$ cat src/rtl/qc_enc_pkg.sv
// rtl/qc_enc_pkg.sv - shared types, defaults and helpers for the QC-LDPC encoder front end
package qc_enc_pkg;

    typedef enum logic [1:0] {
        IDLE  = 2'd0,
        LOAD  = 2'd1,
        ACCUM = 2'd2,
        DONE  = 2'd3
    } state_t;

    localparam int DEFAULT_B = 8;
    localparam int DEFAULT_K = 4;

    // Widest circulant the rotate helper supports; callers zero-extend into it.
    localparam int MAX_B  = 64;
    localparam int MAX_BW = $clog2(MAX_B);

    // Cyclic right shift by one of the low (msb+1) bits of v; bits above msb stay zero.
    function automatic logic [MAX_B-1:0] rotr1(input logic [MAX_B-1:0] v,
                                               input logic [MAX_BW-1:0] msb);
        logic [MAX_B-1:0] r;
        r      = v >> 1;
        r[msb] = v[0];
        return r;
    endfunction

endpackage

$ cat src/rtl/gf2_mac_row.sv
// rtl/gf2_mac_row.sv - B-wide GF(2) multiply-add row: w = w0 ^ (si & f)
module gf2_mac_row #(
    parameter int B = 8
) (
    input  logic [B-1:0] w0,
    input  logic         si,
    input  logic [B-1:0] f,
    output logic [B-1:0] w
);

    // One AND/XOR cell per bit; no carries in GF(2).
    always_comb begin
        w = w0 ^ ({B{si}} & f);
    end

endmodule

$ cat src/rtl/qc_sraa_parity_accumulator.sv
// rtl/qc_sraa_parity_accumulator.sv - SRAA parity accumulator front end of the QC-LDPC encoder
module qc_sraa_parity_accumulator
    import qc_enc_pkg::*;
#(
    parameter int B  = DEFAULT_B,
    parameter int K  = DEFAULT_K,
    parameter int CW = $clog2(B),
    parameter int KW = (K > 1) ? $clog2(K) : 1
) (
    input  logic         clk,
    input  logic         rst_n,
    input  logic         start,
    output logic         gen_req,
    input  logic         gen_valid,
    input  logic [B-1:0] gen_row,
    input  logic         msg_valid,
    input  logic         msg_bit,
    output logic         msg_ready,
    output logic [B-1:0] parity,
    output logic         parity_valid,
    input  logic         parity_ready,
    output logic         busy
);

    localparam logic [CW-1:0] BIT_LAST = CW'(B - 1);
    localparam logic [KW-1:0] BLK_LAST = KW'(K - 1);

    state_t        state;
    logic [B-1:0]  g;
    logic [B-1:0]  acc;
    logic [B-1:0]  mac_out;
    logic [CW-1:0] bit_cnt;
    logic [KW-1:0] blk_cnt;

    gf2_mac_row #(.B(B)) u_mac (
        .w0 (acc),
        .si (msg_bit),
        .f  (g),
        .w  (mac_out)
    );

    // acc is itself a register, so parity is registered and tracks acc in every state.
    assign parity = acc;

    // FSM, counters, generator shift register and accumulator; outputs are set on transitions.
    always_ff @(posedge clk or negedge rst_n) begin
        if (!rst_n) begin
            state        <= IDLE;
            g            <= '0;
            acc          <= '0;
            bit_cnt      <= '0;
            blk_cnt      <= '0;
            gen_req      <= 1'b0;
            msg_ready    <= 1'b0;
            parity_valid <= 1'b0;
            busy         <= 1'b0;
        end else begin
            case (state)
                IDLE: begin
                    if (start) begin
                        acc     <= '0;
                        blk_cnt <= '0;
                        state   <= LOAD;
                        gen_req <= 1'b1;
                        busy    <= 1'b1;
                    end
                end
                LOAD: begin
                    if (gen_valid) begin
                        g         <= gen_row;
                        bit_cnt   <= '0;
                        state     <= ACCUM;
                        gen_req   <= 1'b0;
                        msg_ready <= 1'b1;
                    end
                end
                ACCUM: begin
                    if (msg_valid) begin
                        acc     <= mac_out;
                        g       <= B'(rotr1(MAX_B'(g), MAX_BW'(B - 1)));
                        bit_cnt <= bit_cnt + CW'(1);
                        if (bit_cnt == BIT_LAST) begin
                            msg_ready <= 1'b0;
                            if (blk_cnt == BLK_LAST) begin
                                state        <= DONE;
                                parity_valid <= 1'b1;
                            end else begin
                                blk_cnt <= blk_cnt + KW'(1);
                                state   <= LOAD;
                                gen_req <= 1'b1;
                            end
                        end
                    end
                end
                DONE: begin
                    // A start arriving together with the handshake is dropped: IDLE is not yet current.
                    if (parity_ready) begin
                        state        <= IDLE;
                        parity_valid <= 1'b0;
                        busy         <= 1'b0;
                    end
                end
                default: begin
                    state <= IDLE;
                end
            endcase
        end
    end

endmodule

$ cat config.mk
export PLATFORM = sky130hd
export DESIGN_NAME = qc_sraa_parity_accumulator
export DESIGN_NICKNAME = d
export VERILOG_FILES = /design/src/rtl/qc_enc_pkg.sv /design/src/rtl/gf2_mac_row.sv /design/src/rtl/qc_sraa_parity_accumulator.sv
export SDC_FILE = /design/constraint.sdc
export NUM_CORES = 1
export LEC_CHECK = 0
export ABC_AREA = 1
export CAP_MARGIN = 20
export CORE_MARGIN = 3
export CORE_UTILIZATION = 36
export CTS_BUF_LIST = sky130_fd_sc_hd__clkbuf_8
export CTS_CLUSTER_DIAMETER = 200
export DETAILED_ROUTE_END_ITERATION = 8
export HOLD_SLACK_MARGIN = 0.06
export MAX_ROUTING_LAYER = met4
export SLEW_MARGIN = 20
export SYNTH_ARGS = -nofsm -noshare
export SYNTH_HDL_FRONTEND = slang
export SYNTH_SLANG_ARGS = --single-unit
$ cat constraint.sdc
create_clock -name clk -period 1.7 [get_ports clk]
set_input_delay 0.17 -clock clk [delete_from_list [all_inputs] [get_ports clk]]
set_output_delay 0.17 -clock clk [all_outputs]
set_load 0.03 [all_outputs]
## Word level (Yosys, flattened, before mapping)

Index checks and enable logic that the tools add are counted.

| storage, ports and cells | value |
|---|---|
| register bits after elaboration | 27 |
| input bits | 15 |
| output and inout port bits | 12 |
| logic and storage cells | 76 |

| operators by class | value |
|---|---|
| add/subtract/negate cells | 2 |
| equality and inequality tests | 12 |
| multiplexer cells | 37 |
| bitwise gates (word level) | 2 |
| reductions and logical operators | 14 |

Operators with widths:

| cell | count |
|---|---|
| $mux W8 | 4 |
| $pmux W8 S2 | 2 |
| $mux W2 | 10 |
| $reduce_and A5 Y1 | 3 |
| $ne A2 B2 Y1 const B | 7 |
| $mux W1 | 12 |
| $reduce_and A3 Y1 | 3 |
| $and A8 B8 Y8 | 1 |
| $pmux W2 S4 | 1 |
| $reduce_bool A2 Y1 | 4 |
| $xor A8 B8 Y8 | 1 |
| $eq A2 B2 Y1 const B | 3 |
| $mux W3 | 2 |
| $pmux W1 S2 | 3 |
| $pmux W3 S2 | 1 |
| $reduce_and A6 Y1 | 1 |
| $pmux W2 S2 | 1 |
| $reduce_and A4 Y1 | 1 |
| $add A3 B1 Y3 const B | 1 |
| $eq A3 B3 Y1 const B | 1 |
| $pmux W1 S3 | 1 |
| $reduce_bool A3 Y1 | 1 |
| $add A2 B1 Y2 const B | 1 |
| $eq A2 B1 Y1 const B | 1 |
| $logic_not A2 Y1 | 1 |

## Depth between registers and ports, before layout

Gate-level depths: netlist of run 1.

| depth | value |
|---|---|
| depth in word-level cells | 5 |
| gate-level depth with buffers | 8 |
| mapped depth without buffers | 8 |

## Modules after synthesis

From an unflattened synthesis of run 1, not the netlist that was laid out.

| unflattened totals | value |
|---|---|
| cells, all modules | 203 |
| area total of the unflattened synthesis | 1,561.5 sq um |

By module, submodules not included:

| module | instances | cells an instance | area an instance (sq um) |
|---|---|---|---|
| qc_sraa_parity_accumulator | 1 | 161 | 1,370.1 |
| gf2_mac_row | 1 | 42 | 191.4 |

## Least setup slack after synthesis of run 1

OpenSTA, ideal clock, no wires.

| path | value |
|---|---|
| path kind | register to register |
| start point | reg bit_cnt[0] |
| end point | reg state[0] |
| setup time | 123 ps |
| data arrival time | 1,140 ps |
| path slack | 437 ps |
| stages on the path, launching flop included | 9 |
| path buffers | 0 |
| period minus slack after synthesis | 1,263 ps |
| path through | dfrtp_1 > ha_1 > ha_1 > nand2_1 > nand2_1 > nand2_1 > nor2_1 > nand2_1 > nand2_1 |

| on the way | value |
|---|---|
| longest elaborated chain between the ends | 3 |

Ends and longest elaborated chain:

| what | RTL line | text |
|---|---|---|
| from (decl) | qc_sraa_parity_accumulator.sv:32 | `logic [CW-1:0] bit_cnt;` |
| from (signal assigned) | qc_sraa_parity_accumulator.sv:81 | `bit_cnt <= bit_cnt + CW'(1);` |
| $eq A3 B3 Y1 | qc_sraa_parity_accumulator.sv:82 | `if (bit_cnt == BIT_LAST) begin` |
| $ne A2 B2 Y1 (no line) | -- |  |
| $reduce_and A5 Y1 (no line) | -- |  |
| to (signal assigned) | qc_sraa_parity_accumulator.sv:85 | `state <= DONE;` |
| to (signal assigned) | qc_sraa_parity_accumulator.sv:89 | `state <= LOAD;` |
| to (signal assigned) | qc_sraa_parity_accumulator.sv:98 | `state <= IDLE;` |
| to (decl) | qc_sraa_parity_accumulator.sv:28 | `state_t state;` |

No other way between the ends.
A chain may end at the register's enable or synchronous reset.

## Worst setup path after layout of run 1

| path | value |
|---|---|
| start point | reg state[0] |
| end point | reg blk_cnt[1] |

| on the way | value |
|---|---|
| longest elaborated chain between the ends | 3 |

Ends and longest elaborated chain:

| what | RTL line | text |
|---|---|---|
| from (signal assigned) | qc_sraa_parity_accumulator.sv:48 | `state <= IDLE;` |
| from (signal assigned) | qc_sraa_parity_accumulator.sv:63 | `state <= LOAD;` |
| from (signal assigned) | qc_sraa_parity_accumulator.sv:72 | `state <= ACCUM;` |
| $eq A2 B2 Y1 or $logic_not A2 Y1 (tied branches) | qc_sraa_parity_accumulator.sv:58 | `case (state)` |
| $ne A2 B2 Y1 (no line) or $reduce_bool A2 Y1 (tied branches) | -- |  |
| $reduce_and A5 Y1 (no line) | -- |  |
| to (signal assigned) | qc_sraa_parity_accumulator.sv:88 | `blk_cnt <= blk_cnt + KW'(1);` |
| to (decl) | qc_sraa_parity_accumulator.sv:33 | `logic [KW-1:0] blk_cnt;` |

Several ways; a longest one is shown, not always the timed one.

==> run metrics, run 1 <==
cell at the slowest stage of the critical path=dfrtp_1; post-route worst setup slack=0.176 ns; Rows=23; FMAX=656 MHz; Cell Area, Placed=1810 sq um; vias in the first global route=1154; die width=71.3 um; initial DRC count=56; Post-Synthesis Cells=202; Vias/cell=4.49; pwr/cell area=1730 nW/um^2; IO Pins=27; HP Class=in -> async; Die Footprint=5080 sq um; unrepaired setup endpoints after global routing=no; wire per inst=10.6 um; Final Util=45.9%; post-route setup TNS=0 ns; Tmin final=1.52 ns; Area growth syn-to-layout=21.2%; DP Wirelength=2120 um; htree depth=1; FF-to-FF End=blk_cnt[1]$_DFFE_PN0P_; Clk pin slew, worst setup/hold paths=0.10 ns; Setup-failing EPs final=0; fin nets=247; predominant post-synthesis flop cell=dfrtp_1; count of state elements after synthesis=27; Unique masters post-synth=22; Root Buffer=clkbuf_8; final worst path period share=89.6%; DRC Markers=0; Total Wirelength=2930 um; worst skew pair latency=0.27 ns; top cell type by total area after synthesis=dfrtp_1; Setup WS pre-CTS=0.192 ns; final instance count without filler cells=277; CP bufs+invs=1; WS Path Type=reg -> reg; EDFF count, synth=0; Final Hold Viols=0; core footprint=4060 sq um; number of port buffers=26; synthesized cell area=1540 sq um; max-cap viol count=0; max incr delay on CP=0.53 ns; R2R Setup Slk=0.18 ns; FF-to-FF path depth=6; Max IR drop VDD=0.640 mV; total clock sinks=27; die height=71.3 um; CTS buffer count=3; Total Power=3.22 mW; most used cell, CP=nand2_1; post-route ant nets=0; CP required=1.87 ns; Crit Path Max Fanout=26; crit path launch type=flop; total setup buffers inserted after CTS=0; layout cells sized above 1=8.37%; critical path endpoint category=flop; Longest Clk Path Bufs=2; ANT cells=0; final instance area=1860 sq um; most instantiated cells after synthesis=nand2_1, dfrtp_1, o21ai_0, inv_1, nand3_1; largest net degree at the start of global routing=28; Synth top area share=44.0%; Via Count=1244; grt ovf=0; most common cell in the netlist=nand2_1; first-pass GRT wire length=5190 um; status=completed; post_cts resized=0; Worst Clk Skew=0.00644 ns; CTS tree=yes; Syn Area/Cell=7.60 sq um; post-synthesis async set-or-reset flop share=100%; R2R Path Start=state[0]$_DFFE_PN0P_; dpl cells=273; Syn Nets=221; GRT Util Overall=12.8%; Pins Over Slew Limit=0; CP delay by family, top=flip-flops; headroom to the max-slew limit=70.7%; Critical Path AT=1.69 ns; Worst Hold Slack=0.266 ns; Initial Util=37.8%; sequential area share after synthesis=44.0%; Worst-Margin Slew=0.438 ns; P_leak=0.911 nW; hold_buf cts=0; drt first pass iters=4; worst-path cell chain=inv_2 > nand2_2 > o21ai_2 > nand2_1 > nand2_1 > nand2_1; initial antenna violation count=0; Routability Congestion=0.767; Area contributors post-synth=dfrtp_1, nand2_1, o21ai_0; Ys Warns=0
[registers in the layout (all words and copies together) (netlist names)]
register / cells
msg_ready: 1
blk_cnt: 2
bit_cnt: 3
parity_valid: 1
gen_req: 1
g: 8
busy: 1
state: 2
parity: 8
[cell usage in the layout (no fill, tap or decap)]
| master | count |
|---|---|
| nand2_1 | 75 |
| dfrtp_1 | 27 |
| clkdlybuf4s50_1 | 26 |
| o21ai_0 | 23 |
| inv_1 | 21 |
| nand3_1 | 15 |
| nor2_1 | 11 |
| o21ai_2 | 5 |
| ha_1 | 4 |
| nand2_4 | 3 |
| clkbuf_8 | 3 |
| inv_2 | 2 |
| nand2_2 | 2 |
| o21ai_1 | 2 |
| buf_4 | 2 |
| nor2_8 | 1 |
| nand4_1 | 1 |
| o31ai_1 | 1 |
| o21bai_1 | 1 |
| nand3b_1 | 1 |
| clkinvlp_4 | 1 |
[area by class of cell]
cell class                 count  area [sq um]
fill                         402          2200
multi-input combinational    145           712
sequential                    27           676
timing repair buffer          28           275
inverter                      23          86.3
tap                           50          62.6
clock buffer                   3          41.3
clock inverter                 1          7.51
[worst reg2reg max path: stages (launching register included)]
cell and delay, ns:
dfrtp_1 0.53, inv_2 0.13, nand2_2 0.27, o21ai_2 0.26
nand2_1 0.11, nand2_1 0.08, nand2_1 0.04
[where the power goes]
| part | switching, mW | total, mW | internal [mW] | leakage (nW) |
|---|---|---|---|---|
| Clock | 0.214 | 0.380 | 0.166 | 0.0217 |
| Combinational | 1.06 | 1.68 | 0.620 | 0.542 |
| Sequential | 0.239 | 1.16 | 0.921 | 0.347 |
| Total | 1.52 | 3.22 | 1.71 | 0.911 |
[worst max-delay path by stage]
stage	startpoint	to	cells after the start
final	state[0]$_DFFE_PN0P_	blk_cnt[1]$_DFFE_PN0P_	6
after global routing	state[0]$_DFFE_PN0P_	blk_cnt[1]$_DFFE_PN0P_	6
after CTS	parity[3]$_DFFE_PN0P_	parity[3]	1
after detailed placement	state[0]$_DFFE_PN0P_	blk_cnt[1]$_DFFE_PN0P_	6
after global placement	msg_valid	parity_valid$_DFFE_PN0P_	6
after floorplan	bit_cnt[0]$_DFFE_PN0P_	state[0]$_DFFE_PN0P_	8
[cell families after synthesis]
logic type / after synthesis / synth area share, %
fa+ha+maj: 4 / 3.26
compound gates: 32 / 12.0
buf+inv: 30 / 9.62
flops: 27 / 44.0
simple gates: 109 / 31.1
[routing by layer]
metal / track usage [%] / vias to the layer above / share of wire [%]
met1: 18.2 / 542 / 53
li1: - / 684 / -
met3: 1.26 / 2 / 2.5
met5: - / - / 0
met4: 3.13 / 0 / 0.51
met2: 19.8 / 16 / 44
(Power assumes the default switching activity.)
==> run 2, diff against run 1 <==
--- a/config.mk
+++ b/config.mk
@@ -12,6 +12,7 @@
 export CTS_BUF_LIST = sky130_fd_sc_hd__clkbuf_8
 export CTS_CLUSTER_DIAMETER = 200
 export DETAILED_ROUTE_END_ITERATION = 8
+export GPL_TIMING_DRIVEN = 1
 export HOLD_SLACK_MARGIN = 0.06
 export MAX_ROUTING_LAYER = met4
 export SLEW_MARGIN = 20
==> results of run 2 <==
No change in the layout: final DEF, timing and power equal those of run 1.
==> run 3, diff against run 2 <==
--- a/config.mk
+++ b/config.mk
@@ -11,6 +11,7 @@
 export CORE_UTILIZATION = 36
 export CTS_BUF_LIST = sky130_fd_sc_hd__clkbuf_8
 export CTS_CLUSTER_DIAMETER = 200
+export CTS_CLUSTER_SIZE = 20
 export DETAILED_ROUTE_END_ITERATION = 8
 export GPL_TIMING_DRIVEN = 1
 export HOLD_SLACK_MARGIN = 0.06
==> constraint.sdc (replaced) <==
create_clock -name clk -period 1.8 [get_ports clk]
set_input_delay 0.18 -clock clk [delete_from_list [all_inputs] [get_ports clk]]
set_output_delay 0.18 -clock clk [all_outputs]
set_load 0.03 [all_outputs]
==> run metrics, run 3 (synthesis results as in run 1) <==
status=completed; Rows=23 (unchanged); first-pass GRT wire length=5280 um (+1.7%); ANT cells=0 (unchanged); Total Wirelength=2940 um (+0.27%); commonest non-fill, non-tap cell in the layout=nand2_1; most frequent cells in the layout=nand2_1, dfrtp_1, clkdlybuf4s50_1; Worst Clk Skew=0.00607 ns (-0.000372 ns); FF-to-FF End=state[0]$_DFFE_PN0P_; DP Wirelength=2160 um (+2.1%); Final Util=46.1% (+0.28 points); FMAX=656 MHz; final worst path period share=84.6%; core footprint=4060 sq um (unchanged); R2R Path Start=bit_cnt[0]$_DFFE_PN0P_; Routability Congestion=0.774 (+0.83%); CP required=1.62 ns (-0.25 ns); Tmin final=1.52 ns; cell at the slowest stage of the critical path=clkdlybuf4s50_1; die width=71.3 um (unchanged); drt first pass iters=4 (unchanged); largest net degree at the start of global routing=28 (unchanged); HP Class=in -> async; die height=71.3 um (unchanged); max incr delay on CP=0.68 ns (+0.15 ns); initial DRC count=84 (+50%); post-route ant nets=0 (unchanged); post-route setup TNS=0 ns (unchanged); number of port buffers=26 (unchanged); CTS buffer count=3 (unchanged); worst skew pair latency=0.27 ns (about the same); final instance area=1870 sq um (+0.61%); max-cap viol count=0 (unchanged); Max IR drop VDD=0.629 mV (-1.8%); Die Footprint=5080 sq um (unchanged); Area growth syn-to-layout=21.9%; Longest Clk Path Bufs=2 (unchanged); hold_buf cts=0 (unchanged); CP bufs+invs=1 (unchanged); layout cells sized above 1=8.73% (+0.36 points); CP delay by family, top=buffers and inverters; Worst Hold Slack=0.270 ns (+0.00403 ns); Vias/cell=4.49 (about the same); Clk pin slew, worst setup/hold paths=0.10 ns (about the same); htree depth=1 (unchanged); post-route worst setup slack=0.277 ns (+0.101 ns); Final Hold Viols=0 (unchanged); GRT Util Overall=13.2% (+0.33 points); initial antenna violation count=0 (unchanged); crit path launch type=flop; unrepaired setup endpoints after global routing=no; Cell Area, Placed=1830 sq um (+0.83%); fin nets=249 (+0.81%); Pins Over Slew Limit=0 (unchanged); CTS tree=yes; Worst-Margin Slew=0.385 ns (-0.0528 ns); WS Path Type=reg -> out; R2R Setup Slk=0.40 ns (+0.22 ns); wire per inst=10.5 um (-0.45%); critical path endpoint category=output pin; total setup buffers inserted after CTS=0 (unchanged); Initial Util=37.8% (unchanged); P_leak=0.925 nW (+1.6%); headroom to the max-slew limit=74.3% (+3.5 points); Via Count=1252 (+0.64%); vias in the first global route=1203 (+4.2%); Root Buffer=clkbuf_8; Setup WS pre-CTS=0.289 ns (+0.0971 ns); IO Pins=27 (unchanged); Critical Path AT=1.34 ns (-0.35 ns); Crit Path Max Fanout=3 (-88%); total clock sinks=27 (unchanged); FF-to-FF path depth=8 (+2); worst-path cell chain=clkdlybuf4s50_1; Setup-failing EPs final=0 (unchanged); post_cts resized=0 (unchanged); pwr/cell area=1640 nW/um^2 (-5.4%); DRC Markers=0 (unchanged); grt ovf=0 (unchanged)
==> run 3: power by group <==
group	internal, mW	switching (mW)	leakage (nW)
sequential	0.871	0.195	0.347
clock	0.153	0.190	0.0269
combinational	0.614	1.05	0.552
==> run 3: cell type report <==
cell class              count  area, sq um
clock inverters             1         3.75
clock buffers               3         41.3
fillers                   407         2190
well taps                  50         62.6
repair buffers             30          290
inverters                  23         86.3
flip-flops and latches     27          676
multi-input cells         145          712
==> run 3: worst max path at each step <==
stage | slack, ns | start | to | cells past startpoint
6_report | 0.28 | parity[7]$_DFFE_PN0P_ | parity[7] | 1
4_1_cts | 0.27 | parity[7]$_DFFE_PN0P_ | parity[7] | 1
3_5_place_dp | 0.29 | msg_valid | parity_valid$_DFFE_PN0P_ | 6
2_1_floorplan | 0.54 | bit_cnt[0]$_DFFE_PN0P_ | state[0]$_DFFE_PN0P_ | 8
3_3_place_gp | 0.32 | msg_valid | state[0]$_DFFE_PN0P_ | 6
5_1_grt | 0.18 | bit_cnt[0]$_DFFE_PN0P_ | parity_valid$_DFFE_PN0P_ | 7
==> run 3: per-stage QoR <==
step,power [mW],instances
after floorplan,2.32,202
after global placement,2.74,275
after detailed placement,2.76,275
after CTS,3.11,279
after global routing,3.36,279
final,3.07,279
==> run 3: routing by layer <==
metal	vias to the layer above	GRT usage, %	share of wire, %
met1	536	17.8	50
met3	4	1.68	3.8
met4	0	4.38	1.1
met5	-	-	0
met2	20	20.5	45
li1	692	-	-
